File: src/rtl/iou_pkg.sv
// Shared types and bit indices for the programmed-I/O and interrupt-flag unit.
package iou_pkg;

  typedef enum logic [1:0] {
    IN_EMPTY = 2'd0,
    IN_ONE   = 2'd1,
    IN_FULL  = 2'd2
  } in_state_e;

  typedef enum logic {
    OUT_EMPTY = 1'b0,
    OUT_PEND  = 1'b1
  } out_state_e;

  localparam int STAT_IN_UNF  = 0;
  localparam int STAT_OUT_OVF = 1;

  localparam int CFG_I_EN = 0;
  localparam int CFG_O_EN = 1;
  localparam int CFG_GIE  = 2;

endpackage

File: src/rtl/iou_in_buf.sv
// Input character buffer feeding INPR: single entry by default, 2-entry FIFO
// when IOU_IN_BUF2_EN is defined. Caller must not push when full or pop when empty.
module iou_in_buf
  import iou_pkg::*;
#(
  parameter int CW = 8
) (
  input  logic          clk,
  input  logic          rst,
  input  logic          i_push,
  input  logic          i_pop,
  input  logic [CW-1:0] i_data,
  output logic [CW-1:0] o_head,
  output logic          o_empty,
  output logic          o_full
);

  in_state_e     r_state;
  logic [CW-1:0] r_mem0;

`ifdef IOU_IN_BUF2_EN
  logic [CW-1:0] r_mem1;

  always_ff @(posedge clk) begin
    if (rst) begin
      r_state <= IN_EMPTY;
      r_mem0  <= '0;
      r_mem1  <= '0;
    end else begin
      case (r_state)
        IN_EMPTY: if (i_push) begin
          r_mem0  <= i_data;
          r_state <= IN_ONE;
        end
        IN_ONE: begin
          // simultaneous push/pop replaces the head and keeps one entry
          if (i_push && i_pop) begin
            r_mem0 <= i_data;
          end else if (i_push) begin
            r_mem1  <= i_data;
            r_state <= IN_FULL;
          end else if (i_pop) begin
            r_state <= IN_EMPTY;
          end
        end
        IN_FULL: if (i_pop) begin
          r_mem0  <= r_mem1;
          r_state <= IN_ONE;
        end
        default: r_state <= IN_EMPTY;
      endcase
    end
  end
`else
  always_ff @(posedge clk) begin
    if (rst) begin
      r_state <= IN_EMPTY;
      r_mem0  <= '0;
    end else begin
      case (r_state)
        IN_EMPTY: if (i_push) begin
          r_mem0  <= i_data;
          r_state <= IN_FULL;
        end
        IN_FULL: if (i_pop) r_state <= IN_EMPTY;
        default: r_state <= IN_EMPTY;
      endcase
    end
  end
`endif

  assign o_head  = r_mem0;
  assign o_empty = (r_state == IN_EMPTY);
  assign o_full  = (r_state == IN_FULL);

endmodule

File: src/rtl/io_interrupt_unit.sv
// Programmed-I/O and interrupt-flag unit: control register, OUTR handshake FSM,
// INPR bus drive and sticky status. Input buffer depth follows IOU_IN_BUF2_EN.
module io_interrupt_unit
  import iou_pkg::*;
#(
  parameter int DW = 16,
  parameter int CW = 8
) (
  input  logic          clk,
  input  logic          rst,
  input  logic          cfg_we,
  input  logic [2:0]    cfg_wdata,
  input  logic          inpr_read,
  input  logic          outr_write,
  input  logic [DW-1:0] bus_in,
  output logic [DW-1:0] bus_out,
  output logic          bus_oe,
  output logic          GIE,
  output logic          I_en,
  output logic          O_en,
  output logic          I_flag,
  output logic          O_flag,
  input  logic          dev_in_valid,
  input  logic [CW-1:0] dev_in_data,
  output logic          dev_in_ready,
  output logic          dev_out_valid,
  output logic [CW-1:0] dev_out_data,
  input  logic          dev_out_ready,
  output logic [1:0]    status
);

  logic [2:0]    r_cfg;
  logic [1:0]    r_status;
  out_state_e    r_out_state;
  logic [CW-1:0] r_outr;
  logic [DW-1:0] r_bus_out;
  logic          r_bus_oe;

  logic          w_push;
  logic          w_pop;
  logic [CW-1:0] w_head;
  logic          w_empty;
  logic          w_full;
  logic [1:0]    w_status_nxt;

  assign w_push = dev_in_valid & ~w_full;
  assign w_pop  = inpr_read & ~w_empty;

  iou_in_buf #(.CW(CW)) u_in_buf (
    .clk     (clk),
    .rst     (rst),
    .i_push  (w_push),
    .i_pop   (w_pop),
    .i_data  (dev_in_data),
    .o_head  (w_head),
    .o_empty (w_empty),
    .o_full  (w_full)
  );

  always_ff @(posedge clk) begin
    if (rst) r_cfg <= '0;
    else if (cfg_we) r_cfg <= cfg_wdata;
  end

  // a cfg write of all zeros doubles as the status clear; same-cycle events still latch
  always_comb begin
    w_status_nxt = (cfg_we && cfg_wdata == 3'b000) ? 2'b00 : r_status;
    if (inpr_read && w_empty) w_status_nxt[STAT_IN_UNF] = 1'b1;
    if (outr_write && r_out_state == OUT_PEND && !dev_out_ready)
      w_status_nxt[STAT_OUT_OVF] = 1'b1;
  end

  always_ff @(posedge clk) begin
    if (rst) r_status <= '0;
    else     r_status <= w_status_nxt;
  end

  always_ff @(posedge clk) begin
    if (rst) begin
      r_bus_out <= '0;
      r_bus_oe  <= 1'b0;
    end else begin
      r_bus_oe  <= inpr_read;
      r_bus_out <= w_pop ? DW'(w_head) : '0;
    end
  end

  always_ff @(posedge clk) begin
    if (rst) begin
      r_out_state <= OUT_EMPTY;
      r_outr      <= '0;
    end else begin
      case (r_out_state)
        OUT_EMPTY: if (outr_write) begin
          r_outr      <= bus_in[CW-1:0];
          r_out_state <= OUT_PEND;
        end
        OUT_PEND: begin
          // drain and refill in one cycle: stay pending with the new character
          if (dev_out_ready && outr_write) r_outr <= bus_in[CW-1:0];
          else if (dev_out_ready)          r_out_state <= OUT_EMPTY;
        end
        default: r_out_state <= OUT_EMPTY;
      endcase
    end
  end

  generate
    if (DW > CW) begin : g_bus_hi
      logic w_unused_bus_hi;
      assign w_unused_bus_hi = ^bus_in[DW-1:CW];
    end
  endgenerate

  assign GIE           = r_cfg[CFG_GIE];
  assign O_en          = r_cfg[CFG_O_EN];
  assign I_en          = r_cfg[CFG_I_EN];
  assign I_flag        = ~w_empty;
  assign dev_in_ready  = ~w_full;
  assign O_flag        = (r_out_state == OUT_EMPTY);
  assign dev_out_valid = (r_out_state == OUT_PEND);
  assign dev_out_data  = r_outr;
  assign bus_out       = r_bus_out;
  assign bus_oe        = r_bus_oe;
  assign status        = r_status;

endmodule

File: config.mk
export PLATFORM = sky130hd
export DESIGN_NAME = io_interrupt_unit
export DESIGN_NICKNAME = d
export VERILOG_FILES = /design/src/rtl/iou_pkg.sv /design/src/rtl/iou_in_buf.sv /design/src/rtl/io_interrupt_unit.sv
export SDC_FILE = /design/constraint.sdc
export NUM_CORES = 1
export LEC_CHECK = 0
export CAP_MARGIN = 20
export CORE_ASPECT_RATIO = 1.1
export CORE_MARGIN = 5
export CORE_UTILIZATION = 37
export CTS_CLUSTER_SIZE = 8
export DETAILED_ROUTE_END_ITERATION = 6
export PLACE_DENSITY = 0.78
export SYNTH_ARGS = -nofsm -noshare
export SYNTH_HDL_FRONTEND = slang
export SYNTH_SLANG_ARGS = --single-unit
File: constraint.sdc
create_clock -name clk -period 1.05 [get_ports clk]
set_input_delay 0.21 -clock clk [delete_from_list [all_inputs] [get_ports clk]]
set_output_delay 0.21 -clock clk [all_outputs]
set_load 0.005 [all_outputs]
* After elaboration in Yosys (flattened, before gate mapping)
Cells that the tools add are included.
Storage, ports and cells: register bits 41, output and inout port bits 34, logic and storage cells 48
Cells by class: eq/ne operators 5, mux-type cells 13, bitwise operators 6, reduce and logical (&&, ||, !) cells 14
Operator list (count):
- 8-bit 2-to-1 mux | 2
- 8-bit one-hot mux with 2 select lines | 1
- 2-bit 2-to-1 mux | 3
- 2-bit AND reduction | 3
- 1-bit logical AND | 5
- 1-bit 2-to-1 mux | 5
- 2-bit by 1-bit inequality test with 1-bit output, second input constant | 2
- 2-bit inequality test, second input constant | 2
- 1-bit NOT | 4
- 2-bit one-hot mux with 2 select lines | 1
- 2-bit nonzero test | 2
- 3-bit zero test | 1
- 1-bit bitwise AND | 2
- 2-bit equality test, second input constant | 1
- 2-bit zero test | 1
- 1-bit one-hot mux with 2 select lines | 1
- 2-bit OR reduction | 1
- 1-bit zero test | 1

* Logic depth before layout (Yosys ltp)
Gate-level depths: netlist of run 1.
depth after elaboration 5, mapped depth 5, mapped depth without buffers 3

* By module
From an unflattened synthesis of run 1, not the netlist that was laid out.
Second synthesis, totals: cells, all modules 127, area, all modules 1296.2 µm²
Modules (own cells, without submodules):
- io_interrupt_unit | instances 1, cells each 88, area an instance 865.8 µm², seq. area each 460.4 µm²
- iou_in_buf | instances 1, cells each 39, area an instance 430.4 µm², seq. area each 180.2 µm²

* Worst setup path before layout of run 1
No wires, ideal clock.
path type register to register, from register r_out_state (netlist: dev_out_valid), to register r_outr[0] (netlist: dev_out_data[0]), library setup time 72 ps, data arrival time 904 ps, data required time 978 ps, path slack 74 ps, cell stages (with the launch flop) 5, path buffers 1, period minus slack after synthesis 976 ps, path through dfxtp_1 nor2b_2 nor2b_1 buf_4 mux2i_1
On the way: word-level cells in the longest chain between the ends 3, elaborated cells between the ends (all ways) 5, classes of those cells 2 x eq/ne; 1 x mux; 1 x bitwise; 1 x reduce/logical
RTL lines:
- from (decl) | RTL line io_interrupt_unit.sv:34 | out_state_e r_out_state;
- from (signal assigned) | RTL line io_interrupt_unit.sv:90 | r_out_state <= OUT_EMPTY;
- from (signal assigned) | RTL line io_interrupt_unit.sv:96 | r_out_state <= OUT_PEND;
- from (signal assigned) | RTL line io_interrupt_unit.sv:101 | else if (dev_out_ready) r_out_state <= OUT_EMPTY;
- 1-bit NOT
- 2-bit inequality test (no source line)
- 2-bit AND reduction (no source line)
- to (signal assigned) | RTL line io_interrupt_unit.sv:95 | r_outr <= bus_in[CW-1:0];
- to (signal assigned) | RTL line io_interrupt_unit.sv:100 | if (dev_out_ready && outr_write) r_outr <= bus_in[CW-1:0];
- to (decl) | RTL line io_interrupt_unit.sv:35 | logic [CW-1:0] r_outr;
Parallel ways exist; a longest one is shown, timed or not. A chain may end at the register's enable or synchronous reset.

* Worst setup path in the final report of run 1
from register u_in_buf.r_state[1], to output dev_in_ready
On the way: word-level cells in the longest chain between the ends 2
RTL lines:
- from (decl) | RTL line iou_in_buf.sv:18 | in_state_e r_state;
- from (signal assigned) | RTL line iou_in_buf.sv:57 | r_state <= IN_EMPTY;
- from (signal assigned) | RTL line iou_in_buf.sv:63 | r_state <= IN_FULL;
- from (signal assigned) | RTL line iou_in_buf.sv:65 | IN_FULL: if (i_pop) r_state <= IN_EMPTY;
- 2-bit equality test | RTL line iou_in_buf.sv:74 | assign o_full = (r_state == IN_FULL);
- 1-bit NOT | RTL line io_interrupt_unit.sv:119 | assign dev_in_ready = ~w_full;
- to (decl) | RTL line io_interrupt_unit.sv:25 | output logic dev_in_ready,
No other way between the ends.

==> impl_metrics.ini, run 1 <==
[clock_network]
clock-sinks = 32
cts_buffers = 5
clkTransAtPathRegs_ns = 0.10
postCtsHoldBufs = 0
insertion_delay_ns = 0.31
htree_levels = 2
clockRootBuffer = clkbuf_4
cts_tree = built
clk_path_buf_depth = 2

[grt]
antenna_found_initial = 0
met3_usage_pct = 5.673
grt-ovfl-total = 0
use_met2_pct = 20.78
use_met1_pct = 14.87
grt_pass1_wl_mm = 4.692
globalRoute.busiestLayer = met2
grt_pass1_vias = 1033
grt_usage_pct = 13.11
grt_max_degree = 17

[logic_synthesis]
synthesis.area_sq_um = 1181
synth.largest_area_cell = dfxtp_1
yosysSeqAreaShare_pct = 54.24
synth-seq-cells = 32
yosys.area.top_type_share_pct = 54.24
synth_cell_types = 19
synth_cells = 127
yosysWarnings = 0
syn_avg_cell_area_sq_um = 9.300
synthTopCellsByArea = dfxtp_1 54%, nand2_1 10%, mux2i_1 9.3%, buf_4 5.7%, and3_1 4.2%

[die]
die_area_sq_um = 4423
die_h_um = 69.26
core_area_sq_um = 3048
die_w_um = 63.87
ios = 68
start_util_pct = 38.75
fp-row-count = 21

[worst_hold_path]
hold_path.class = primary input to flip-flop

[power]
power_density_nw_per_um2 = 1325
seqPwrFrac_pct = 54.3
p_switching_uw = 569.7
switching_share_pct = 23.64
ir_worst_vdd_mv = 0.7928
clock_power_share_pct = 29.1
p_int_mw = 1.840
power.leakage_nw = 0.8957
p_comb_share_pct = 16.6
total_power_mw = 2.410

[timing]
min_period_ns = 1.044
max_freq_mhz = 958.1
rsz0062_at_grt = yes
clock_skew_ns = 0.005788
fin_setup_tns_ns = 0
hold_violations = 0
postLayoutSetupSlackWorst_ns = 0.006313
finalMaxSlewViolations = 0
setup-violations-final = 0
min_period_over_period_pct = 99.40
holdWs_ns = 0.4340

[worst_setup_path]
cp_data_arrival_time_ns = 0.83
worstSetupStartpointType = flip-flop
crit_type = flip-flop to primary output
endpoint = dev_in_ready
worst-path-max-fanout = 4
critPathLaunch = u_in_buf.r_state[1]$_SDFFE_PP0P_
timing.rr.end = dev_out_data[0]$_SDFFE_PP0P_
endpoint_kind = primary output
r2r_start = dev_out_valid$_SDFF_PP0_
required_ns = 0.84
ff2ff_setup_slack_ns = 0.03
reg2regPathDepth = 4

[drt]
wl_per_cell_um = 12.03
vias = 1028
routed_wl_mm = 2.768
drt-initial-drc-count = 20
viasPerCell = 4.470
drc_errors = 0
drt-pass1-iter-count = 4
ant_nets = 0

[finish]
areaGrowthSynthToFinish_pct = 54.02
fin_area_sq_um = 1819
layout-drive-gt1-share_pct = 41.84
nets = 229
final_cell_mix = 32 x nand2_1, 25 x clkdlybuf4s50_1, 25 x buf_2, 16 x dfxtp_2, 16 x buf_4
insertedDiodeCount = 0
mostFrequentLayoutCell = nand2_1

[job]
drv_cap = 0

[placed_design]
dp_slack_ns = -0.3524
placed_area_sq_um = 1769
hpwl_mm = 2.125
gp_congestion = 0.7255
io_buffers = 51

[status]
status = finished clean
-- synthesized netlist by cell type --
cell type,number
dfxtp_1,32
nand2_1,32
mux2i_1,11
a21oi_1,9
buf_4,9
and3_1,8
buf_2,6
nor2_1,6
nor2b_1,3
nand2b_1,2
a22o_1,1
a32o_2,1
clkbuf_1,1
clkinv_2,1
conb_1,1
inv_1,1
inv_2,1
nor2b_2,1
nor4b_2,1
-- what timing repair did --
item                                    in CTS  in global routing
buffers inserted                             3                  3
endpoints found under the setup margin      41                 21
resized for setup                          127                  8
-- sequential cells by signal, indices dropped and copies added (netlist names) --
register and count:
bus_oe 1, dev_out_data 8, r_cfg 3, bus_out 8
dev_out_valid 1, u_in_buf.r_state 1, u_in_buf.o_head 8, status 2
-- worst min path at each step --
stage                                    start  cells after the start                              end  slack (ns)
2_1_floorplan                       outr_write                      2         dev_out_valid$_SDFF_PP0_        0.33
3_3_place_gp   u_in_buf.o_head[6]$_SDFFE_PP0P_                      2  u_in_buf.o_head[6]$_SDFFE_PP0P_        0.44
3_5_place_dp   u_in_buf.o_head[4]$_SDFFE_PP0P_                      2  u_in_buf.o_head[4]$_SDFFE_PP0P_        0.44
4_1_cts                         dev_in_data[4]                      3  u_in_buf.o_head[4]$_SDFFE_PP0P_        0.41
5_1_grt                         dev_in_data[4]                      3  u_in_buf.o_head[4]$_SDFFE_PP0P_        0.42
6_report                        dev_in_data[1]                      3  u_in_buf.o_head[1]$_SDFFE_PP0P_        0.43
-- critical path: stages, from the launching register on --
cell	delay [ns]
dfxtp_4	0.38
inv_2	0.04
buf_6	0.11
-- layout make-up --
class	count	area, sq um
clock buffers	6	51.30
clock inverters	2	10.01
fillers	280	1229
inverters	3	12.51
multi-input cells	83	489.2
flip-flops and latches	32	664.4
well taps	34	42.54
repair buffers	70	549.3
-- power by group through the flow --
stage / combinational [mW] / sequential, mW / clock [mW]
detailed placement: 0.399 / 1.33 / 0
finish: 0.401 / 1.31 / 0.702
global route: 0.439 / 1.32 / 0.802
global placement: 0.389 / 1.33 / 0
floorplan: 0.162 / 1.33 / 0
CTS: 0.377 / 1.31 / 0.743
-- logic make-up after synthesis --
logic type,after synthesis,share of synthesized area [%]
other,1,0.3175
buffers and inverters,19,9.638
AO/OA/AOI/OAI,11,5.508
AND/OR/NAND/NOR,53,20.97
flip-flops,32,54.24
multiplexers,11,9.322
-- metal layers --
layer / routed length [um] / share of wire [%]
met2: 1343 / 49
met1: 1108 / 40
met4: 62 / 2.2
met3: 253 / 9.1
met5: 0 / 0
-- per-stage QoR --
step | util (%) | std cells
2_1_floorplan | - | 134
3_3_place_gp | 58.05 | 216
3_5_place_dp | 58.05 | 216
4_1_cts | 57.96 | 227
5_1_grt | 59.69 | 230
6_report | 59.69 | 230
(Power assumes the default switching activity.)
==> inputs of run 2 (changes only) <==
--- a/config.mk
+++ b/config.mk
@@ -7,7 +7,7 @@
 export LEC_CHECK = 0
 export CAP_MARGIN = 20
 export CORE_ASPECT_RATIO = 1.1
-export CORE_MARGIN = 5
+export CORE_MARGIN = 8
 export CORE_UTILIZATION = 37
 export CTS_CLUSTER_SIZE = 8
 export DETAILED_ROUTE_END_ITERATION = 6
@@ -15,3 +15,4 @@
 export SYNTH_ARGS = -nofsm -noshare
 export SYNTH_HDL_FRONTEND = slang
 export SYNTH_SLANG_ARGS = --single-unit
+export TNS_END_PERCENT = 100
==> run 2 against run 1 <==
Net effect:
- the flow now finishes with violations (setup timing)
- setup slack got worse by 0.093 ns
- utilization rose by 3.1 points
- clock power rose by 28%
- count of clock-buffer cells in the layout fell by 1
- cell area rose by 5.2%
- wire length rose by 10%
- sequential share of layout area fell by 1.7 points
==> impl_metrics.ini, run 2 (synthesis gave the netlist of run 1 again) <==
[worst_hold_path]
hold_path.class = primary input to flip-flop

[drt]
top_layer = met4
viasPerCell = 4.545
vias = 1050
met3WireLength_um = 226
routed_wl_mm = 3.051
wl_met1_mm = 1.354
drc_errors = 0
wl_per_cell_um = 13.21
drt-pass1-iter-count = 4
drt-initial-drc-count = 31
ant_nets = 0
met2RoutedLength_mm = 1.390

[placed_design]
io_buffers = 51
hpwl_mm = 2.285
gp_congestion = 0.7293
placed_area_sq_um = 1762

[worst_setup_path]
ff2ff_setup_slack_ns = -0.05
worst-path-max-fanout = 4
timing.rr.end = u_in_buf.o_head[4]$_SDFFE_PP0P_
worstSetupStartpointType = flip-flop
critPathLaunch = u_in_buf.r_state[1]$_SDFFE_PP0P_
endpoint = dev_in_ready
crit_type = flip-flop to primary output
reg2regPathDepth = 6
required_ns = 0.84
cp_data_arrival_time_ns = 0.93
endpoint_kind = primary output
r2r_start = u_in_buf.r_state[1]$_SDFFE_PP0P_

[grt]
grt_usage_pct = 11.06
grt_pass1_wl_mm = 4.629
antenna_found_initial = 0
grt_max_degree = 17
grt_pass1_vias = 1057
grt-ovfl-total = 0

[die]
die_w_um = 69.87
start_util_pct = 38.75
die_area_sq_um = 5258
core_area_sq_um = 3048
die_h_um = 75.26
ios = 68
fp-row-count = 21

[finish]
nets = 230
final_util_pct = 62.81
fillers = 266
fin_area_sq_um = 1914
insertedDiodeCount = 0
layout-drive-gt1-share_pct = 47.21
areaGrowthSynthToFinish_pct = 62.08
mostFrequentLayoutCell = nand2_1
final_cell_mix = 26 x nand2_1, 23 x clkdlybuf4s50_1, 23 x buf_2, 17 x dfxtp_2, 15 x buf_4

[timing]
finalMaxSlewViolations = 0
min_period_ns = 1.137
clock_skew_ns = 0.004001
hold_violations = 0
max_freq_mhz = 879.5
min_period_over_period_pct = 108.3
postLayoutSetupSlackWorst_ns = -0.08701
setup-violations-final = 11
rsz0062_at_grt = yes

[power]
seqPwrFrac_pct = 49.5
p_int_mw = 2.035
ir_worst_vdd_mv = 1.512
clock_power_share_pct = 34.0
p_comb_share_pct = 16.5
power.leakage_nw = 0.9410
p_switching_uw = 610.3
power_density_nw_per_um2 = 1382
switching_share_pct = 23.07
total_power_mw = 2.645

[clock_network]
clkTransAtPathRegs_ns = 0.10
clockRootBuffer = clkbuf_4
cts_tree = built
clock-sinks = 32
htree_levels = 2
clk_path_buf_depth = 2
insertion_delay_ns = 0.32
cts_buffers = 5

[job]
drv_cap = 0

[status]
violations = setup timing
status = finished, violations left
## run 2: power by group through the flow
stage	sequential (mW)	combinational [mW]	clock, mW
6_report	1.31	0.437	0.899
5_1_grt	1.32	0.476	0.965
2_1_floorplan	1.33	0.162	0
3_3_place_gp	1.33	0.386	0
3_5_place_dp	1.34	0.393	0
4_1_cts	1.31	0.396	0.917
## run 2: area by class of cell
class | instances | area [sq um] | share of cell area (%)
multi-input combinational | 83 | 530.5 | 27.71
clock buffer | 5 | 37.54 | 1.961
sequential | 32 | 665.6 | 34.77
inverter | 3 | 15.01 | 0.7843
timing repair buffer | 71 | 580.6 | 30.33
clock inverter | 3 | 42.54 | 2.222
tap | 34 | 42.54 | 2.222
## run 2: how the worst min path moves through the flow
stage	slack, ns	start	to	depth (start not counted)
final	0.24	cfg_wdata[0]	r_cfg[0]$_SDFFE_PP0P_	3
after global routing	0.24	cfg_wdata[0]	r_cfg[0]$_SDFFE_PP0P_	3
after CTS	0.42	dev_in_data[1]	u_in_buf.o_head[1]$_SDFFE_PP0P_	3
after detailed placement	0.45	u_in_buf.o_head[1]$_SDFFE_PP0P_	u_in_buf.o_head[1]$_SDFFE_PP0P_	2
after global placement	0.44	u_in_buf.o_head[4]$_SDFFE_PP0P_	u_in_buf.o_head[4]$_SDFFE_PP0P_	2
after floorplan	0.33	outr_write	dev_out_valid$_SDFF_PP0_	2
## run 2: worst max-delay path, cell delays in order (launching register included)
cell	delay (ns)
dfxtp_4	0.36
buf_6	0.12
inv_4	0.04
buf_6	0.08
## run 2: through the flow
step | setup slack, ns | setup TNS (ns) | hold slack, ns | cells
finish | -0.08701 | -0.3514 | 0.2386 | 231
global route | -0.1266 | -1.236 | 0.2436 | 231
CTS | -0.1035 | -0.3118 | 0.4189 | 227
detailed placement | -0.3470 | -7.929 | 0.4452 | 215
global placement | -0.3476 | -7.176 | 0.4430 | 215
floorplan | 0.07432 | 0 | 0.3307 | 134
## run 2: routing by layer
layer / vias up / GRT usage [%]
li1: 531 / -
met1: 464 / 11.65
met2: 49 / 18.48
met3: 6 / 5.007
met4: 0 / 5.804
met5: - / 0
## run 2: timing repair
item,CTS,global route
gates resized for setup,131,21
hold buffers,0,0
pin swaps,1,5
buffers inserted,4,4
setup endpoints to repair,41,30
